--- src/rtl/bsg_cache_pkg.sv ---
// Shared cache types and width helpers: flush FSM states and store-buffer
// entry / address-field geometry used by the store-buffer drain stage.
package bsg_cache_pkg;

  typedef enum logic [1:0] {
    FLUSH_IDLE  = 2'd0,
    FLUSH_DRAIN = 2'd1,
    FLUSH_DONE  = 2'd2
  } flush_state_e;

  // A single way still needs a one-bit way_id field in the entry.
  function automatic int safe_clog2(input int n);
    return (n <= 1) ? 1 : $clog2(n);
  endfunction

  // Entry layout, MSB to LSB: {way_id, addr, data, mask}.
  function automatic int sbuf_entry_width(input int addr_w, input int data_w, input int ways);
    return safe_clog2(ways) + addr_w + data_w + data_w / 8;
  endfunction

  // Byte offset bits dropped from the address: {tag, index, word, byte}.
  function automatic int byte_offset_width(input int data_w);
    return $clog2(data_w / 8);
  endfunction

  function automatic int dma_addr_width(input int sets, input int block_words);
    return $clog2(sets) + $clog2(block_words);
  endfunction

endpackage

--- src/rtl/bsg_counter_clear_up.sv ---
// Up counter with synchronous clear that saturates at max_val_p.
module bsg_counter_clear_up #(
  parameter int max_val_p = 8,
  localparam int width_lp = $clog2(max_val_p + 1)
) (
  input  logic                clk_i,
  input  logic                reset_n_i,
  input  logic                clear_i,
  input  logic                up_i,
  output logic [width_lp-1:0] count_o
);

  logic [width_lp-1:0] count_r;

  always_ff @(posedge clk_i) begin
    if (!reset_n_i) begin
      count_r <= '0;
    end else if (clear_i) begin
      count_r <= '0;
    end else if (up_i && (count_r != width_lp'(max_val_p))) begin
      count_r <= count_r + 1'b1;
    end
  end

  assign count_o = count_r;

endmodule

--- src/rtl/bsg_cache_sbuf_drain.sv ---
// Drains the store-buffer head into the data memory through a single stage
// register, with starvation priority escalation and a drain-all flush FSM.
module bsg_cache_sbuf_drain
  import bsg_cache_pkg::*;
#(
  parameter int data_width_p          = 32,
  parameter int addr_width_p          = 32,
  parameter int ways_p                = 2,
  parameter int sets_p                = 8,
  parameter int block_size_in_words_p = 4,
  parameter int starve_limit_p        = 8,
  localparam int mask_w  = data_width_p / 8,
  localparam int dma_w   = dma_addr_width(sets_p, block_size_in_words_p),
  localparam int entry_w = sbuf_entry_width(addr_width_p, data_width_p, ways_p)
) (
  input  logic                             clk_i,
  input  logic                             reset_n_i,
  input  logic [entry_w-1:0]               sbuf_entry_i,
  input  logic                             sbuf_v_i,
  output logic                             sbuf_yumi_o,
  output logic                             data_mem_v_o,
  output logic                             data_mem_w_o,
  output logic [dma_w-1:0]                 data_mem_addr_o,
  output logic [data_width_p*ways_p-1:0]   data_mem_data_o,
  output logic [mask_w*ways_p-1:0]         data_mem_w_mask_o,
  input  logic                             data_mem_busy_i,
  output logic                             priority_o,
  input  logic                             flush_v_i,
  output logic                             flush_done_o,
  output logic                             idle_o
);

  localparam int way_w  = safe_clog2(ways_p);
  localparam int byte_w = byte_offset_width(data_width_p);
  localparam int cnt_w  = $clog2(starve_limit_p + 1);

  logic               stage_v_r;
  logic [entry_w-1:0] entry_r;
  logic               write_fire;

  logic [mask_w-1:0]       entry_mask;
  logic [data_width_p-1:0] entry_data;
  logic [addr_width_p-1:0] entry_addr;
  logic [way_w-1:0]        entry_way;
  logic                    unused_addr_bits;

  flush_state_e      state_r;
  logic              flush_armed_r;
  logic              flush_done_r;
  logic [cnt_w-1:0]  starve_cnt;

  assign write_fire  = stage_v_r & ~data_mem_busy_i;
  // Gated by reset so nothing is consumed from the buffer while in reset.
  assign sbuf_yumi_o = reset_n_i & sbuf_v_i & (~stage_v_r | write_fire);

  // Stage register: control is reset, the held entry is not.
  always_ff @(posedge clk_i) begin
    if (!reset_n_i) begin
      stage_v_r <= 1'b0;
    end else if (sbuf_yumi_o) begin
      stage_v_r <= 1'b1;
    end else if (write_fire) begin
      stage_v_r <= 1'b0;
    end
  end

  always_ff @(posedge clk_i) begin
    if (sbuf_yumi_o) begin
      entry_r <= sbuf_entry_i;
    end
  end

  assign entry_mask = entry_r[mask_w-1:0];
  assign entry_data = entry_r[mask_w +: data_width_p];
  assign entry_addr = entry_r[mask_w+data_width_p +: addr_width_p];
  assign entry_way  = entry_r[entry_w-1 -: way_w];
  // Tag and byte-offset bits do not address the data array.
  assign unused_addr_bits = ^entry_addr;

  assign data_mem_v_o    = stage_v_r;
  assign data_mem_w_o    = stage_v_r;
  assign data_mem_addr_o = entry_addr[byte_w +: dma_w];
  assign data_mem_data_o = {ways_p{entry_data}};

  always_comb begin
    data_mem_w_mask_o = '0;
    for (int w = 0; w < ways_p; w++) begin
      if (entry_way == way_w'(w)) begin
        data_mem_w_mask_o[w*mask_w +: mask_w] = entry_mask;
      end
    end
  end

  bsg_counter_clear_up #(
    .max_val_p(starve_limit_p)
  ) starve_counter (
    .clk_i    (clk_i),
    .reset_n_i(reset_n_i),
    .clear_i  (write_fire),
    .up_i     (stage_v_r & data_mem_busy_i),
    .count_o  (starve_cnt)
  );

  assign priority_o = (starve_cnt == cnt_w'(starve_limit_p))
                    | ((state_r == FLUSH_DRAIN) & stage_v_r);

  // A held flush level must drop for a cycle before it can start another drain.
  always_ff @(posedge clk_i) begin
    if (!reset_n_i) begin
      state_r       <= FLUSH_IDLE;
      flush_armed_r <= 1'b1;
      flush_done_r  <= 1'b0;
    end else begin
      flush_done_r <= 1'b0;
      if (!flush_v_i) begin
        flush_armed_r <= 1'b1;
      end
      case (state_r)
        FLUSH_IDLE: begin
          if (flush_v_i && flush_armed_r) begin
            state_r       <= FLUSH_DRAIN;
            flush_armed_r <= 1'b0;
          end
        end
        FLUSH_DRAIN: begin
          if (!stage_v_r && !sbuf_v_i) begin
            state_r      <= FLUSH_DONE;
            flush_done_r <= 1'b1;
          end
        end
        FLUSH_DONE: begin
          state_r <= FLUSH_IDLE;
        end
        default: begin
          state_r <= FLUSH_IDLE;
        end
      endcase
    end
  end

  assign flush_done_o = flush_done_r;
  assign idle_o       = ~stage_v_r & ~sbuf_v_i;

endmodule

--- config.mk ---
export PLATFORM = sky130hd
export DESIGN_NAME = bsg_cache_sbuf_drain
export DESIGN_NICKNAME = d
export VERILOG_FILES = /design/src/rtl/bsg_cache_pkg.sv /design/src/rtl/bsg_counter_clear_up.sv /design/src/rtl/bsg_cache_sbuf_drain.sv
export SDC_FILE = /design/constraint.sdc
export NUM_CORES = 1
export LEC_CHECK = 0
export ABC_AREA = 1
export BUFFER_PORTS_ARGS = -buffer_cell sky130_fd_sc_hd__buf_4
export CAP_MARGIN = 20
export CORE_AREA = 2 2 99 101
export DETAILED_ROUTE_END_ITERATION = 8
export DIE_AREA = 0 0 101 103
export SKIP_LAST_GASP = 1
export SLEW_MARGIN = 15
export SYNTH_ARGS = -nofsm -noshare
export SYNTH_HDL_FRONTEND = slang
export SYNTH_SLANG_ARGS = --single-unit
--- constraint.sdc ---
create_clock -name clk_i -period 4.64 [get_ports clk_i]
set_input_delay 0.928 -clock clk_i [delete_from_list [all_inputs] [get_ports clk_i]]
set_output_delay 0.928 -clock clk_i [all_outputs]
set_load 0.05 [all_outputs]
==> results.sh, run 1 <==
export IMPL_synth_adder_area_share=0.0110
export IMPL_post_synth_top_area_cell="edfxtp_1"
export IMPL_all_layer_global_routing_usage=0.0755
export IMPL_power_share_sequential=0.533
export IMPL_clk_path_buf_depth=2
export IMPL_die_area_mm2=0.0104
export IMPL_clock_skew_ns=0.00489
export IMPL_clkLatencyLatePin_ns=0.29
export IMPL_dieHeight_um=103
export IMPL_floorplan_core_area_mm2=0.00946
export IMPL_synth_top_family_by_area="buffers and inverters"
export IMPL_synthesis_area_per_instance_um2=12.1
export IMPL_grt_remaining_overflow=0
export IMPL_synthDistinctLibCells=16
export IMPL_most_common_layout_cells="buf_4, edfxtp_1, nand2_1"
export IMPL_critical_path_class="in2out"
export IMPL_fillCellCount=959
export IMPL_route_detailed_vias_per_inst=3.74
export IMPL_setup_viol_count_final=0
export IMPL_cpPeakStageDelay_ns=0.24
export IMPL_layout_area_overhead_vs_synth_pct=30.5
export IMPL_yosysTopAreaCellShare=0.555
export IMPL_rsz_0062_raised_after_global_routing="no"
export IMPL_internal_power_mw=0.704
export IMPL_floorplan_io_pins=157
export IMPL_number_of_gates_resized_after_cts=0
export IMPL_maximum_fanout_along_the_worst_path=4
export IMPL_cts_root_buf="clkbuf_8"
export IMPL_initial_core_utilization=0.240
export IMPL_max_freq_mhz=388
export IMPL_timing_final_crit_period_ns=2.57
export IMPL_synth_compound_area_share=0.0176
export IMPL_power_share_switching=0.290
export IMPL_detail_route_first_pass_iterations=3
export IMPL_run_status="finished, final reports clean"
export IMPL_hp_class="reg2reg"
export IMPL_post_drt_wl_per_cell_um=11.6
export IMPL_setup_tns_ns=0
export IMPL_worstPathCellList="buf_4 -> nand2_2 -> inv_1 -> nor3_4 -> buf_4"
export IMPL_first_pass_grt_wire_length_um=6020
export IMPL_num_rows=36
export IMPL_cts_hold_fix_buffers=0
export IMPL_power_switching_mw=0.287
export IMPL_grt_pass1_vias=1223
export IMPL_cap_violations=0
export IMPL_antenna_violating_nets_post_route=0
export IMPL_timing_final_crit_share=0.555
export IMPL_power_frac_comb=0.205
export IMPL_drt_iter0_drc=28
export IMPL_numPlacedInstances=361
export IMPL_slew_headroom=0.630
export IMPL_peakVddDrop_uv=116
export IMPL_cts_buffers_inserted=5
export IMPL_worst_path_dominant_cell_family="buffers and inverters"
export IMPL_clock_sink_count=51
export IMPL_initial_antenna_violation_count=0
export IMPL_insertedDiodeCount=0
export IMPL_worst_setup_path_start_kind="input port"
export IMPL_critical_path_slowest_cell="buf_4"
export IMPL_path_clk_slew_ns=0.09
export IMPL_final_common_cell="buf_4"
export IMPL_synthTopCellsByArea="edfxtp_1, buf_4, dfxtp_1"
export IMPL_post_synthesis_sequential_area_ratio=0.634
export IMPL_cp_num_buf_inv=3
export IMPL_crit_required_ns=3.71
export IMPL_cells_after_synthesis=188
export IMPL_buffer_ports_inserted=129
export IMPL_worst_endpoint_arrival_ns=1.65
export IMPL_synth_ff_latch_count=51
export IMPL_clkPwrFrac=0.262
export IMPL_muxShareOfSynthArea=0
export IMPL_synth_xor_area_share=0.00385
export IMPL_maximum_number_of_pins_on_one_net_before_global_route_repair=43
export IMPL_drc_errors=0
export IMPL_vias=1380
export IMPL_cts_setup_buffers=0
export IMPL_ys_warnings_count=0
export IMPL_dp_final_hpwl_um=3310
export IMPL_drive_gt1_frac=0.549
export IMPL_timing_max_transition_violations_final=0
export IMPL_finish_net_count=330
export IMPL_overall_power_mw=0.991
export IMPL_worst_path_most_repeated_cell="buf_4"
export IMPL_final_hold_viol_count=0
export IMPL_static_leakage_power_nw=1.33
export IMPL_wl_um=4260
export IMPL_critPathCaptureType="output pin"
export IMPL_worst_slew_pin_slew_ns=0.555
export IMPL_clock_tree_htree_level_count=2
export IMPL_powerDensity_mw_per_mm2=334
export IMPL_filler_free_cell_count_of_the_finished_design=369
export IMPL_gp_congestion=0.682
export IMPL_die_x_um=101
export IMPL_mappedNetlistArea_mm2=0.00227
export IMPL_tritoncts="done"
export IMPL_yosys_area_share_simple=0.0705
export IMPL_synth_fp_nets=264
kinds of logic after synthesis:
| kind of cell | after synthesis |
|---|---|
| AO/OA/AOI/OAI | 8 |
| buffers and inverters | 89 |
| adder cells (fa/ha/maj) | 2 |
| XOR/XNOR | 1 |
| flip-flops | 51 |
| AND/OR/NAND/NOR | 37 |
worst reg2reg max path: cells and delay by family (launching register included):
family / cells / cell delay (ns)
buffers and inverters: 2 / 0.58
and+or+nand+nor: 2 / 0.31
DFF: 1 / 0.40
area by class of cell:
class / instances / area [µm²] / share of cell area
flip-flops and latches: 51 / 1440 / 0.486
clock inverters: 1 / 5.00 / 0.00169
well taps: 114 / 143 / 0.0481
clock buffers: 7 / 86.3 / 0.0291
multi-input cells: 48 / 245 / 0.0827
inverters: 18 / 67.6 / 0.0228
repair buffers: 130 / 976 / 0.329
state kept, by name, indices dropped and copies added (netlist names):
name                    cells
entry_r                    42
starve_counter.count_o      4
state_r                     2
data_mem_v_o                1
flush_armed_r               1
flush_done_o                1
per-layer routing:
metal	GRT usage	share of wire	vias up	wire [µm]
li1	-	-	669	-
met1	0.0843	0.39	629	1660
met2	0.133	0.51	76	2170
met3	0.0292	0.088	6	375
met4	0.0249	0.012	0	50
met5	0	0	-	0
final timing paths:
kind	startpoint	to	slack [ns]	depth (start not counted)
hold reg to reg	flush_armed_r	flush_armed_r	0.50	2
setup reg to reg	data_mem_v_o	entry_r[26]	2.95	4
setup / recovery	data_mem_busy_i	sbuf_yumi_o	2.07	5
hold / removal	flush_armed_r	flush_armed_r	0.50	2
metrics by stage:
step	instance area [µm²]	hold slack, ns	util	worst slack [ns]
after floorplan	2280	0.450	-	0.431
after global routing	2960	0.545	0.313	1.99
final	2960	0.500	0.313	2.07
after detailed placement	2870	0.478	0.304	2.03
after global placement	2870	0.469	0.304	2.04
after CTS	2960	0.493	0.313	2.03
cell usage after synthesis:
library cell / number
nor2_1: 8
nand2_1: 20
nand4_1: 2
ha_1: 2
dfxtp_1: 9
nand2_2: 1
o21ai_0: 3
nand3_1: 2
inv_1: 18
clkbuf_1: 1
a21oi_1: 5
nor3_1: 3
xor2_1: 1
buf_4: 70
edfxtp_1: 42
nor2_4: 1
power groups by stage:
stage | clock network, mW | logic (mW) | registers [mW]
after floorplan | 0 | 0.155 | 0.539
final | 0.260 | 0.203 | 0.528
after CTS | 0.277 | 0.205 | 0.529
after global placement | 0 | 0.203 | 0.538
after detailed placement | 0 | 0.205 | 0.539
after global routing | 0.298 | 0.213 | 0.531
Note: power is estimated with default switching activity, not from simulation.
==> inputs of run 2 (changes only) <==
Clock period 4.64 ns to 2.3 ns, I/O delays scaled along.
==> run 2 against run 1 <==
Clock skew fell by 0.0023 ns. Register-to-register slack worse by 2.1 ns. First-iteration DRC count rose by 14%. Critical endpoint is now priority_o. Combinational power grew 100%. Sequential share of layout area shrank 0.58 points. Global-route usage is essentially flat. Core utilization rose by 0.46 points. Largest power group unchanged. Flip-flop and latch count unchanged. Cell count rose by 0.27%.
==> results.sh, run 2 (synthesized netlist as in run 1, its figures left out) <==
export IMPL_clock_tree_htree_level_count=2
export IMPL_cts_setup_buffers=0
export IMPL_hp_class="in2reg"
export IMPL_floorplan_io_pins=157
export IMPL_drt_iter0_drc=32
export IMPL_all_layer_global_routing_usage=0.0755
export IMPL_dp_final_hpwl_um=3360
export IMPL_buffer_ports_inserted=129
export IMPL_initial_core_utilization=0.240
export IMPL_logic_depth_of_the_worst_register_to_register_path=4
export IMPL_cts_hold_fix_buffers=0
export IMPL_post_drt_wl_per_cell_um=11.6
export IMPL_clock_skew_ns=0.00263
export IMPL_cts_buffers_inserted=5
export IMPL_grt_pass1_vias=1197
export IMPL_detail_route_first_pass_iterations=5
export IMPL_die_x_um=101
export IMPL_number_of_gates_resized_after_cts=0
export IMPL_critical_path_reg2reg_endpoint="entry_r[27]"
export IMPL_most_common_layout_cells="buf_4, edfxtp_1, nand2_1"
export IMPL_worst_setup_path_start_kind="flip-flop"
export IMPL_layout_area_overhead_vs_synth_pct=32.4
export IMPL_final_hold_viol_count=0
export IMPL_maximum_fanout_along_the_worst_path=5
export IMPL_floorplan_core_area_mm2=0.00946
export IMPL_final_common_cell="buf_4"
export IMPL_preCtsSetupSlack_ns=0.550
export IMPL_regToRegSetupSlack_ns=0.81
export IMPL_finalHoldWorstSlack_ns=0.336
export IMPL_min_delay_start="sbuf_entry_i[15]"
export IMPL_gp_congestion=0.741
export IMPL_layout_core_utilization=0.318
export IMPL_tritoncts="done"
export IMPL_largest_register_ff_count=42
export IMPL_rsz_0062_raised_after_global_routing="no"
export IMPL_die_area_mm2=0.0104
export IMPL_num_rows=36
export IMPL_slew_headroom=0.679
export IMPL_postLayoutCellArea_mm2=0.00301
export IMPL_largest_register="entry_r"
export IMPL_clkLatencyLatePin_ns=0.29
export IMPL_cts_root_buf="clkbuf_8"
export IMPL_drive_gt1_frac=0.559
export IMPL_finish_net_count=331
export IMPL_filler_free_cell_count_of_the_finished_design=370
export IMPL_worst_slack_ns=0.405
export IMPL_numPlacedInstances=362
export IMPL_setup_tns_ns=0
export IMPL_sequential_cell_area_mm2=0.00145
export IMPL_max_freq_mhz=528
export IMPL_antenna_violating_nets_post_route=0
export IMPL_static_leakage_power_nw=1.35
export IMPL_cell_count_of_the_worst_hold_path=1
export IMPL_clock_sink_count=51
export IMPL_critical_path_reg2reg_startpoint="data_mem_v_o"
export IMPL_grt_remaining_overflow=0
export IMPL_vias=1364
export IMPL_fillCellCount=974
export IMPL_timing_final_crit_share=0.824
export IMPL_maximum_number_of_pins_on_one_net_before_global_route_repair=27
export IMPL_insertedDiodeCount=0
export IMPL_overall_power_mw=2.08
export IMPL_hold_end="entry_r[15]"
export IMPL_timing_final_crit_period_ns=1.90
export IMPL_clk_path_buf_depth=2
export IMPL_timing_max_transition_violations_final=0
export IMPL_dieHeight_um=103
export IMPL_dpl_cell_area_mm2=0.00290
export IMPL_critical_path_class="reg2out"
export IMPL_peakVddDrop_uv=224
export IMPL_critPathCaptureType="output pin"
export IMPL_initial_antenna_violation_count=0
export IMPL_cap_violations=0
export IMPL_crit_path_start="starve_counter.count_o[0]"
export IMPL_crit_required_ns=1.84
export IMPL_route_detailed_vias_per_inst=3.69
export IMPL_multi_input_area_um2=259
export IMPL_worst_endpoint_arrival_ns=1.44
export IMPL_path_clk_slew_ns=0.09
export IMPL_drc_errors=0
export IMPL_first_pass_grt_wire_length_um=5930
export IMPL_run_status="finished, final reports clean"
export IMPL_setup_viol_count_final=0
export IMPL_powerDensity_mw_per_mm2=691
export IMPL_worst_slew_pin_slew_ns=0.476
export IMPL_wl_um=4300
[run 2: changes by cell type in the layout (fill, tap and decap cells not counted), sizes merged]
cell / previous run / this run
clkinv: 1 / 2
buf: 130 / 131
clkbuf: 7 / 5
bufinv: 0 / 1
[run 2: routing by layer]
| layer | wire, µm | part of all wire | GRT usage | vias to the layer above |
|---|---|---|---|---|
| li1 | - | - | - | 674 |
| met1 | 1690 | 0.39 | 0.0898 | 616 |
| met2 | 2190 | 0.51 | 0.123 | 72 |
| met3 | 386 | 0.090 | 0.0278 | 2 |
| met4 | 38 | 0.0088 | 0.0343 | 0 |
| met5 | 0 | 0 | 0 | - |
[run 2: where the power goes]
part	switching (mW)	total, mW	internal (mW)
clock network	0.279	0.598	0.319
logic	0.278	0.413	0.135
registers	0.0228	1.07	1.04
[run 2: critical path, cell delays in order, from the launching register on]
cell and delay [ns]:
dfxtp_1 0.42, inv_1 0.09, ha_1 0.20, nand2_1 0.08, inv_1 0.04, nand2_1 0.07
nand2_1 0.06, buf_4 0.18
[run 2: layout make-up]
cell class | instances | share of cell area
clock buffer | 5 | 0.0229
clock inverter | 3 | 0.0129
inverter | 18 | 0.0233
multi-input combinational | 48 | 0.0861
sequential | 51 | 0.480
tap | 114 | 0.0474
timing repair buffer | 131 | 0.327
[run 2: how the worst max path moves through the flow]
stage / slack [ns] / endpoint / depth (start not counted)
final: 0.40 / priority_o / 7
after CTS: 0.38 / priority_o / 7
after floorplan: -0.12 / sbuf_yumi_o / 3
after global placement: 0.57 / entry_r[24] / 5
after detailed placement: 0.55 / entry_r[41] / 5
after global routing: 0.25 / priority_o / 7
